===== src/rtl/lsu_pkg.sv =====
// Shared definitions for the data-memory load/store unit.
// Contents: RISC-V load/store funct3 encodings, the LSU state enum, the
// latency-counter width and a helper that expands a 4-bit byte-lane mask
// into a 32-bit bit mask.
package lsu_pkg;

    localparam logic [2:0] F3_B  = 3'b000;
    localparam logic [2:0] F3_H  = 3'b001;
    localparam logic [2:0] F3_W  = 3'b010;
    localparam logic [2:0] F3_BU = 3'b100;
    localparam logic [2:0] F3_HU = 3'b101;

    // Wide enough for MEM_LAT-1 with MEM_LAT in 1..4.
    localparam int unsigned LAT_CNT_W = 2;

    typedef enum logic [1:0] {
        IDLE = 2'd0,
        WAIT = 2'd1,
        RESP = 2'd2
    } lsu_state_e;

    function automatic logic [31:0] byte_mask_to_bits(input logic [3:0] bmask);
        logic [31:0] bits;
        for (int i = 0; i < 4; i++) begin
            bits[8*i +: 8] = {8{bmask[i]}};
        end
        return bits;
    endfunction

endpackage


===== src/rtl/lsu_load_align.sv =====
// Load data alignment: picks the byte or halfword lane out of the memory
// read word and sign- or zero-extends it; words pass through unchanged.
// Ports:
//   rd      in  32  memory read word
//   addr_lo in  2   low byte-address bits of the access
//   funct3  in  3   load funct3
//   data    out 32  aligned, extended load data
module lsu_load_align
    import lsu_pkg::*;
(
    input  logic [31:0] rd,
    input  logic [1:0]  addr_lo,
    input  logic [2:0]  funct3,
    output logic [31:0] data
);

    logic [7:0]  byte_sel;
    logic [15:0] half_sel;

    always_comb begin
        case (addr_lo)
            2'd0:    byte_sel = rd[7:0];
            2'd1:    byte_sel = rd[15:8];
            2'd2:    byte_sel = rd[23:16];
            default: byte_sel = rd[31:24];
        endcase
        half_sel = addr_lo[1] ? rd[31:16] : rd[15:0];

        case (funct3)
            F3_B:    data = {{24{byte_sel[7]}}, byte_sel};
            F3_BU:   data = {24'd0, byte_sel};
            F3_H:    data = {{16{half_sel[15]}}, half_sel};
            F3_HU:   data = {16'd0, half_sel};
            default: data = rd;
        endcase
    end

endmodule


===== src/rtl/dmem_lsu.sv =====
// Load/store unit between the execute stage and a word-addressed data memory.
// One request at a time: IDLE accepts, WAIT holds the memory port for MEM_LAT
// cycles (write strobe / read capture on the last one), RESP presents the
// response until it is taken. Illegal or misaligned requests skip WAIT and
// never touch the memory port.
// Ports:
//   clk, rst_n                       clock, async active-low reset
//   req_valid/req_ready              request handshake
//   req_we, req_funct3, req_addr,
//   req_wdata                        request payload
//   rsp_valid/rsp_ready              response handshake
//   rsp_rdata, rsp_err               response payload
//   mem_a, mem_we, mem_wd,
//   mem_write_mask, mem_rd           memory port
module dmem_lsu
    import lsu_pkg::*;
#(
    parameter int unsigned MEM_LAT = 1
) (
    input  logic        clk,
    input  logic        rst_n,
    input  logic        req_valid,
    output logic        req_ready,
    input  logic        req_we,
    input  logic [2:0]  req_funct3,
    input  logic [31:0] req_addr,
    input  logic [31:0] req_wdata,
    output logic        rsp_valid,
    input  logic        rsp_ready,
    output logic [31:0] rsp_rdata,
    output logic        rsp_err,
    output logic [31:0] mem_a,
    output logic        mem_we,
    output logic [31:0] mem_wd,
    output logic [31:0] mem_write_mask,
    input  logic [31:0] mem_rd
);

    lsu_state_e             state_q, state_d;
    logic [LAT_CNT_W-1:0]   cnt_q, cnt_d;
    logic                   we_q, we_d;
    logic [2:0]             f3_q, f3_d;
    logic [1:0]             addr_lo_q, addr_lo_d;
    logic [3:0]             bmask_q, bmask_d;
    logic [31:0]            rdata_q, rdata_d;
    logic                   err_q, err_d;
    logic [31:0]            mem_a_q, mem_a_d;
    logic [31:0]            mem_wd_q, mem_wd_d;

    logic        f3_ok;
    logic        misaligned;
    logic        req_legal;
    logic [31:0] req_wd;
    logic [3:0]  req_bmask;
    logic [31:0] load_data;
    logic        cnt_zero;

    assign cnt_zero = (cnt_q == '0);

    // Request classification and store lane placement.
    always_comb begin
        case (req_funct3)
            F3_B, F3_H, F3_W: f3_ok = 1'b1;
            F3_BU, F3_HU:     f3_ok = !req_we;
            default:          f3_ok = 1'b0;
        endcase
        misaligned = ((req_funct3[1:0] == 2'b01) && req_addr[0]) ||
                     ((req_funct3[1:0] == 2'b10) && (req_addr[1:0] != 2'b00));
        req_legal  = f3_ok && !misaligned;

        case (req_funct3[1:0])
            2'b00: begin
                req_wd    = {4{req_wdata[7:0]}};
                req_bmask = 4'b0001 << req_addr[1:0];
            end
            2'b01: begin
                req_wd    = {2{req_wdata[15:0]}};
                req_bmask = req_addr[1] ? 4'b1100 : 4'b0011;
            end
            default: begin
                req_wd    = req_wdata;
                req_bmask = 4'b1111;
            end
        endcase
    end

    lsu_load_align u_load_align (
        .rd      (mem_rd),
        .addr_lo (addr_lo_q),
        .funct3  (f3_q),
        .data    (load_data)
    );

    // State register.
    always_ff @(posedge clk or negedge rst_n) begin
        if (!rst_n) begin
            state_q <= IDLE;
        end else begin
            state_q <= state_d;
        end
    end

    // Next-state logic.
    always_comb begin
        state_d = state_q;
        unique case (state_q)
            IDLE: if (req_valid) state_d = req_legal ? WAIT : RESP;
            WAIT: if (cnt_zero)  state_d = RESP;
            RESP: if (rsp_ready) state_d = IDLE;
            default: state_d = IDLE;
        endcase
    end

    // Datapath next-state.
    always_comb begin
        cnt_d     = cnt_q;
        we_d      = we_q;
        f3_d      = f3_q;
        addr_lo_d = addr_lo_q;
        bmask_d   = bmask_q;
        rdata_d   = rdata_q;
        err_d     = err_q;
        mem_a_d   = mem_a_q;
        mem_wd_d  = mem_wd_q;
        case (state_q)
            IDLE: begin
                if (req_valid) begin
                    we_d      = req_we;
                    f3_d      = req_funct3;
                    addr_lo_d = req_addr[1:0];
                    rdata_d   = '0;
                    err_d     = !req_legal;
                    // Error requests leave the memory port untouched.
                    if (req_legal) begin
                        cnt_d    = LAT_CNT_W'(MEM_LAT - 1);
                        mem_a_d  = {req_addr[31:2], 2'b00};
                        mem_wd_d = req_wd;
                        bmask_d  = req_we ? req_bmask : 4'b0000;
                    end
                end
            end
            WAIT: begin
                if (!cnt_zero) begin
                    cnt_d = cnt_q - LAT_CNT_W'(1);
                end else if (!we_q) begin
                    rdata_d = load_data;
                end
            end
            default: ;
        endcase
    end

    always_ff @(posedge clk or negedge rst_n) begin
        if (!rst_n) begin
            cnt_q     <= '0;
            we_q      <= 1'b0;
            f3_q      <= '0;
            addr_lo_q <= '0;
            bmask_q   <= '0;
            rdata_q   <= '0;
            err_q     <= 1'b0;
            mem_a_q   <= '0;
            mem_wd_q  <= '0;
        end else begin
            cnt_q     <= cnt_d;
            we_q      <= we_d;
            f3_q      <= f3_d;
            addr_lo_q <= addr_lo_d;
            bmask_q   <= bmask_d;
            rdata_q   <= rdata_d;
            err_q     <= err_d;
            mem_a_q   <= mem_a_d;
            mem_wd_q  <= mem_wd_d;
        end
    end

    // Outputs decoded from the state register, so reset kills mem_we at once.
    always_comb begin
        req_ready      = (state_q == IDLE);
        rsp_valid      = (state_q == RESP);
        mem_we         = (state_q == WAIT) && we_q && cnt_zero;
        mem_write_mask = (state_q == WAIT) ? byte_mask_to_bits(bmask_q) : 32'd0;
        mem_a          = mem_a_q;
        mem_wd         = mem_wd_q;
        rsp_rdata      = rdata_q;
        rsp_err        = err_q;
    end

endmodule


===== config.mk =====
export PLATFORM = sky130hd
export DESIGN_NAME = dmem_lsu
export DESIGN_NICKNAME = d
export VERILOG_FILES = /design/src/rtl/lsu_pkg.sv /design/src/rtl/lsu_load_align.sv /design/src/rtl/dmem_lsu.sv
export SDC_FILE = /design/constraint.sdc
export NUM_CORES = 1
export LEC_CHECK = 0
export CAP_MARGIN = 20
export CELL_PAD_IN_SITES_DETAIL_PLACEMENT = 1
export CELL_PAD_IN_SITES_GLOBAL_PLACEMENT = 2
export CORE_ASPECT_RATIO = 1.5
export CORE_MARGIN = 4
export CORE_UTILIZATION = 28
export CTS_BUF_LIST = sky130_fd_sc_hd__clkbuf_2 sky130_fd_sc_hd__clkbuf_4 sky130_fd_sc_hd__clkbuf_8
export DETAILED_ROUTE_END_ITERATION = 6
export GPL_TIMING_DRIVEN = 0
export PLACE_DENSITY_LB_ADDON = 0.1
export SLEW_MARGIN = 10
export SYNTH_ARGS = -nofsm -noshare
export SYNTH_HDL_FRONTEND = slang
export SYNTH_SLANG_ARGS = --single-unit

===== constraint.sdc =====
create_clock -name clk -period 4.9 [get_ports clk]
set_clock_uncertainty 0.1 [all_clocks]
set_input_delay 0.98 -clock clk [delete_from_list [all_inputs] [get_ports clk]]
set_output_delay 0.98 -clock clk [all_outputs]
set_load 0.02 [all_outputs]

==> results of run 1 <==
-- through the flow --
step	hold WS (ns)	cells	area, um2	util, %	setup TNS [ns]
floorplan	0.341	492	5460	-	0
global placement	0.361	980	8110	42.3	-184.14
detailed placement	0.366	981	8130	42.5	0
CTS	0.392	997	8340	43.5	0
global route	0.416	997	8340	43.5	0
finish	0.384	997	8340	43.5	0
-- power by group --
| part | internal [mW] | switching [mW] |
|---|---|---|
| clock | 0.247 | 0.335 |
| combinational | 1.22 | 1.21 |
| sequential | 1.28 | 0.242 |
| total | 2.75 | 1.78 |
-- layout make-up --
| type | count | area (um2) |
|---|---|---|
| Sequential cell | 109 | 2730 |
| Fill cell | 2171 | 10800 |
| Tap cell | 256 | 320 |
| Inverter | 6 | 22.5 |
| Clock inverter | 6 | 70.1 |
| Clock buffer | 10 | 131 |
| Buffer | 61 | 430 |
| Timing Repair Buffer | 233 | 2350 |
| Multi-Input combinational cell | 316 | 2280 |
-- Yosys cell counts (11+ instances only) --
master and n:
dfrtp_1 109, nand2_1 56, o21ai_0 53, mux2_4 38, mux2i_1 33, buf_4 32
nor2_1 23, a21oi_1 18, a22oi_1 17, buf_2 11, nor2b_1 11
-- sequential cells by signal, summed over array words and instances (netlist names) --
register and cells:
mem_wd 32, rsp_rdata 32, mem_a 30, bmask_q 4, f3_q 3, addr_lo_q 2
cnt_q 2, state_q 2, rsp_err 1, we_q 1
-- per-layer routing --
metal | vias to the layer above | global-route usage, %
met5 | - | 0
met4 | 0 | 6.03
met3 | 16 | 5.27
met2 | 134 | 33.2
met1 | 2260 | 17.4
li1 | 2173 | -
-- critical path, delay by kind of cell, from the launching register on --
kind	cells	cell delay, ns
flip-flops	1	0.45
AND/OR/NAND/NOR	2	0.84
buffers and inverters	2	0.77
-- kinds of logic (layout without fill, tap and decap cells) --
family	count (synthesis)	count (layout)	synth area share [%]
AO/OA/AOI/OAI	117	117	13.1
adder cells (fa/ha/maj)	1	1	0.229
buffers and inverters	67	316	8.30
flip-flops	109	109	50.0
multiplexers	77	77	17.7
other	1	2	0.0687
AND/OR/NAND/NOR	119	119	10.6
-- placed cells by master (no fill, tap or decap), types with 10 or more instances in the layout --
master           Yosys  routed
a21oi_1             18      18
buf_4               32      32
o21ai_0             53      53
buf_6                9      10
clkdlybuf4s50_1      0     231
buf_2               11      11
mux2_4              38      38
dfrtp_1            109     109
nor2b_1             11      11
mux2i_1             33      33
a22oi_1             17      17
nor2_1              23      23
nand2_1             56      56
-- worst max-delay path by stage --
stage | endpoint | slack (ns)
finish | mem_write_mask[2] | 1.38
global route | mem_write_mask[13] | 1.16
global placement | mem_a[27] | -1.70
floorplan | mem_write_mask[10] | 2.53
CTS | mem_write_mask[13] | 1.29
detailed placement | mem_write_mask[2] | 1.74
==> flow_summary_export.csv, run 1 <==
group,metric,value,unit
floorplan,start_util,28.5,%
sta,hold_viol,0,
critical_path,rr_startpoint,"cnt_q[0]",
critical_path,cp_slowest_stage_delay,0.61,ns
grt,grt_usage,17.3,%
power_and_ir_drop,fin_total_pwr,4.53,mW
routing,wl_met2,10.5,mm
routing,drt-initial-drc-count,191,
critical_path,cp_data_required_time,3.82,ns
sta,finalCritPeriodShare,71.8,%
synthesis,yosysWarningCount,0,
routing,postRouteAntennaNets,0,
sta,period_needed,3.52,ns
synthesis,synth_top_area_cell,"dfrtp_1",
synthesis,synth-edff-count,0,
sta,drv_slew,0,
floorplan,io_pins,236,
routing,vias,4583,
sta,timing.final.ws_setup,1.38,ns
critical_path,crit_arrival,2.44,ns
finish,nets,841,
clocking,clkTransAtPathRegs,0.10,ns
hold_path,holdPathEnd,"bmask_q[3]",
synthesis,syn_inst,491,
floorplan,dieArea,21800,um2
synthesis,post_synth.cell_area_avg,11.1,um2
routing,highest_layer,"met4",
routing,dr.pass1.iters,4,
routing,viasPerCell,4.60,
sta,rsz0062_at_grt,"no",
synthesis,synthDistinctLibCells,40,
critical_path,path_cells,"nor2b_1, and2_1, buf_4, clkdlybuf4s50_1",
floorplan,num_rows,62,
clocking,cts_tree,"built",
floorplan,die_h,179,um
routing,drc,0,
critical_path,reg2reg_slack,2.89,ns
placed_design,place_hpwl,15.0,mm
synthesis,yosysSeqAreaShare,50.0,%
critical_path,cp-startpoint,"state_q[0]",
clocking,cts_resized,0,
finish,antenna_cells,0,
job,max_cap_violations,0,
synthesis,ys_ff_latch,109,
clocking,cts_root_buffer,"clkbuf_8",
grt,grt_pass1_vias,5215,
hold_path,hold_path_class,"flop to flop",
clocking,hold_buffers,0,
critical_path,end_kind,"primary output",
floorplan,die_w,122,um
critical_path,crit_type,"flop to primary output",
critical_path,timing.rr.end,"rsp_rdata[17]",
placed_design,io_buffers,232,
placed_design,place.gp.congestion,0.791,
finish,drive_gt1_share,16.3,%
routing,post_drt_wl_per_cell,18.9,um
critical_path,start_kind,"flop",
synthesis,synth-async-reset-ratio,100,%
synthesis,synthTopCellsByArea,"dfrtp_1 50%, mux2_4 10%, mux2i_1 6.1%",
routing,route.met3.wl,1.37,mm
critical_path,worstPathMaxFanout,8,
critical_path,r2r_cells,8,
hold_path,worstHoldStart,"bmask_q[3]",
synthesis,yosys.area.top_type_share,50.0,%
clocking,cts_buffers,9,
grt,overflow,0,
placed_design,pre_cts_slack,1.74,ns
clocking,clockBufferDepth,2,
sta,maxSlewHeadroom,54.7,%
synthesis,synth_ff_type,"dfrtp_1",
grt,grt_max_degree,60,
sta,max_freq,284,MHz
routing,wirelength,18.9,mm
routing,drt-met1-wl,6.59,mm
floorplan,core-area,19200,um2
finish,synthToLayoutAreaGrowth,52.7,%
hold_path,holdPathStages,2,
sta,tightest_slew,0.680,ns
power_and_ir_drop,irDropWorstVdd,0.249,mV
synthesis,synth.cell_area,5460,um2
sta,setup_viol,0,
power_and_ir_drop,p_leak,3.75,nW
clocking,cts_sinks,109,
critical_path,slowest_stage,"clkdlybuf4s50_1",
power_and_ir_drop,power_density,543,nW/um2
grt,grt_pass1_wl,29.0,mm
grt,grt_antenna_before_repair,0,
clocking,postCtsSetupBuffers,0,
status,outcome,"finished clean",
clocking,insertion_delay,0.38,ns
clocking,h-tree-depth,3,
(Power assumes the default switching activity.)
==> run 2, diff against run 1 <==
- CORE_UTILIZATION: 28 -> 24
- clock period: 4.9 -> 3.1 ns (I/O delays scaled with it)
==> run 2 against run 1 <==
Net effect:
- worst hold slack worse by 0.33 ns
- sequential cell count stayed put
- sequential share of layout area is 0.083 points lower
- via count rose by 0.89%
- sequential power increased by 59%
- cell area rose by 0.26%
- critical endpoint is now mem_write_mask[12]
==> flow_summary_export.csv, run 2 (same netlist as run 1, synthesis figures left out) <==
group,metric,value,unit
clocking,cts_sinks,109,
sta,max_freq,346,MHz
routing,post_drt_wl_per_cell,19.4,um
clocking,clkTransAtPathRegs,0.10,ns
placed_design,place_hpwl,15.5,mm
grt,grt_antenna_before_repair,1,
sta,whs,0.0592,ns
finish,antenna_cells,0,
hold_path,hold_path_class,"input port to async pin",
grt,grt_usage,15.6,%
sta,rsz0062_at_grt,"no",
clocking,insertion_delay,0.39,ns
placed_design,place.gp.congestion,0.766,
sta,finalCritPeriodShare,93.3,%
critical_path,end_kind,"primary output",
clocking,cts_buffers,9,
critical_path,slowest_stage,"clkdlybuf4s50_1",
critical_path,cp_data_required_time,2.38,ns
power_and_ir_drop,p_leak,3.74,nW
placed_design,dpl_cell_area,8160,um2
power_and_ir_drop,irDropWorstVdd,0.329,mV
clocking,postCtsSetupBuffers,0,
grt,grt_pass1_vias,5328,
clocking,hold_buffers,0,
routing,vias,4624,
floorplan,die_w,131,um
floorplan,dieArea,25300,um2
finish,nets,841,
floorplan,io_pins,236,
sta,tightest_slew,0.687,ns
finish,final_cells,1017,
clocking,h-tree-depth,3,
routing,drt-initial-drc-count,114,
critical_path,crit_arrival,2.17,ns
finish,drive_gt1_share,16.9,%
floorplan,core-area,22400,um2
sta,maxSlewHeadroom,54.2,%
finish,layout_common_cells,"231 x clkdlybuf4s50_1, 109 x dfrtp_1, 56 x nand2_1",
power_and_ir_drop,power_density,853,nW/um2
finish,stdcell_area,8360,um2
critical_path,path_cells,"nor2b_4, and2_1, buf_4, clkdlybuf4s50_1",
routing,dr.pass1.iters,4,
sta,period_needed,2.89,ns
routing,postRouteAntennaNets,0,
routing,wirelength,19.7,mm
sta,setup_viol,0,
finish,synthToLayoutAreaGrowth,53.1,%
grt,overflow,0,
status,outcome,"finished clean",
clocking,cts_root_buffer,"clkbuf_8",
sta,drv_slew,0,
clocking,clockBufferDepth,2,
critical_path,worstPathMaxFanout,8,
clocking,cts_tree,"built",
routing,drc,0,
grt,grt_max_degree,59,
placed_design,dp.cells,1001,
routing,viasPerCell,4.55,
critical_path,cp_slowest_stage_delay,0.61,ns
floorplan,die_h,193,um
critical_path,start_kind,"flop",
floorplan,num_rows,67,
floorplan,start_util,24.4,%
placed_design,io_buffers,232,
critical_path,crit_type,"flop to primary output",
job,max_cap_violations,0,
finish,final_common_cell,"clkdlybuf4s50_1",
grt,grt_pass1_wl,30.8,mm
sta,hold_viol,0,
## run 2: layer usage
layer | share of wire, % | global-route usage (%) | vias up
met5 | 0.036 | 0 | -
met4 | 1.6 | 5.05 | 2
li1 | - | - | 2167
met3 | 6.9 | 5.37 | 20
met2 | 54 | 29.4 | 141
met1 | 37 | 16.2 | 2294
## run 2: timing repair
item,in CTS,in global routing
cloned,0,0
endpoints found under the hold margin,0,0
resized for setup,2,3
setup endpoints to repair,32,5
## run 2: metrics by stage
stage                     setup TNS [ns]  worst slack (ns)  util (%)  power, mW
final                                  0             0.207      37.3       7.13
after global routing                   0            0.0318      37.3       7.62
after CTS                              0            0.0933      37.3       7.28
after detailed placement               0             0.292      36.5       6.35
after global placement           -350.52             -3.23      36.3       6.28
after floorplan                        0              1.09         -       4.45
## run 2: layout make-up
| class | instances | area (um2) |
|---|---|---|
| inverters | 6 | 22.5 |
| plain buffers | 61 | 430 |
| clock buffers | 13 | 166 |
| well taps | 276 | 345 |
| clock inverters | 3 | 20.0 |
| flip-flops and latches | 109 | 2730 |
| repair buffers | 233 | 2350 |
| multi-input cells | 316 | 2290 |
| fillers | 2477 | 14000 |
## run 2: critical path: cells and delay by family, from the launching register on
kind / cells / cell delay, ns
AND/OR/NAND/NOR: 2 / 0.58
flip-flops: 1 / 0.45
buffers and inverters: 2 / 0.76
## run 2: worst paths after layout
kind,endpoint,start,cells past startpoint,slack [ns]
worst max-delay path,mem_write_mask[12],state_q[0],4,0.21
worst min-delay path,rsp_rdata[0],rst_n,1,0.06
worst max register to register,rsp_rdata[18],cnt_q[0],8,1.04
worst min register to register,bmask_q[3],bmask_q[3],2,0.38
max in group asynchronous,bmask_q[3],rst_n,2,2.15
min in group clk,bmask_q[3],bmask_q[3],2,0.38
## run 2: power breakdown
group / leakage, nW / internal (mW) / switching (mW) / total [mW]
registers: 1.38 / 2.03 / 0.386 / 2.41
logic: 2.26 / 1.93 / 1.92 / 3.85
clock network: 0.0925 / 0.354 / 0.516 / 0.871
total: 3.74 / 4.31 / 2.82 / 7.13
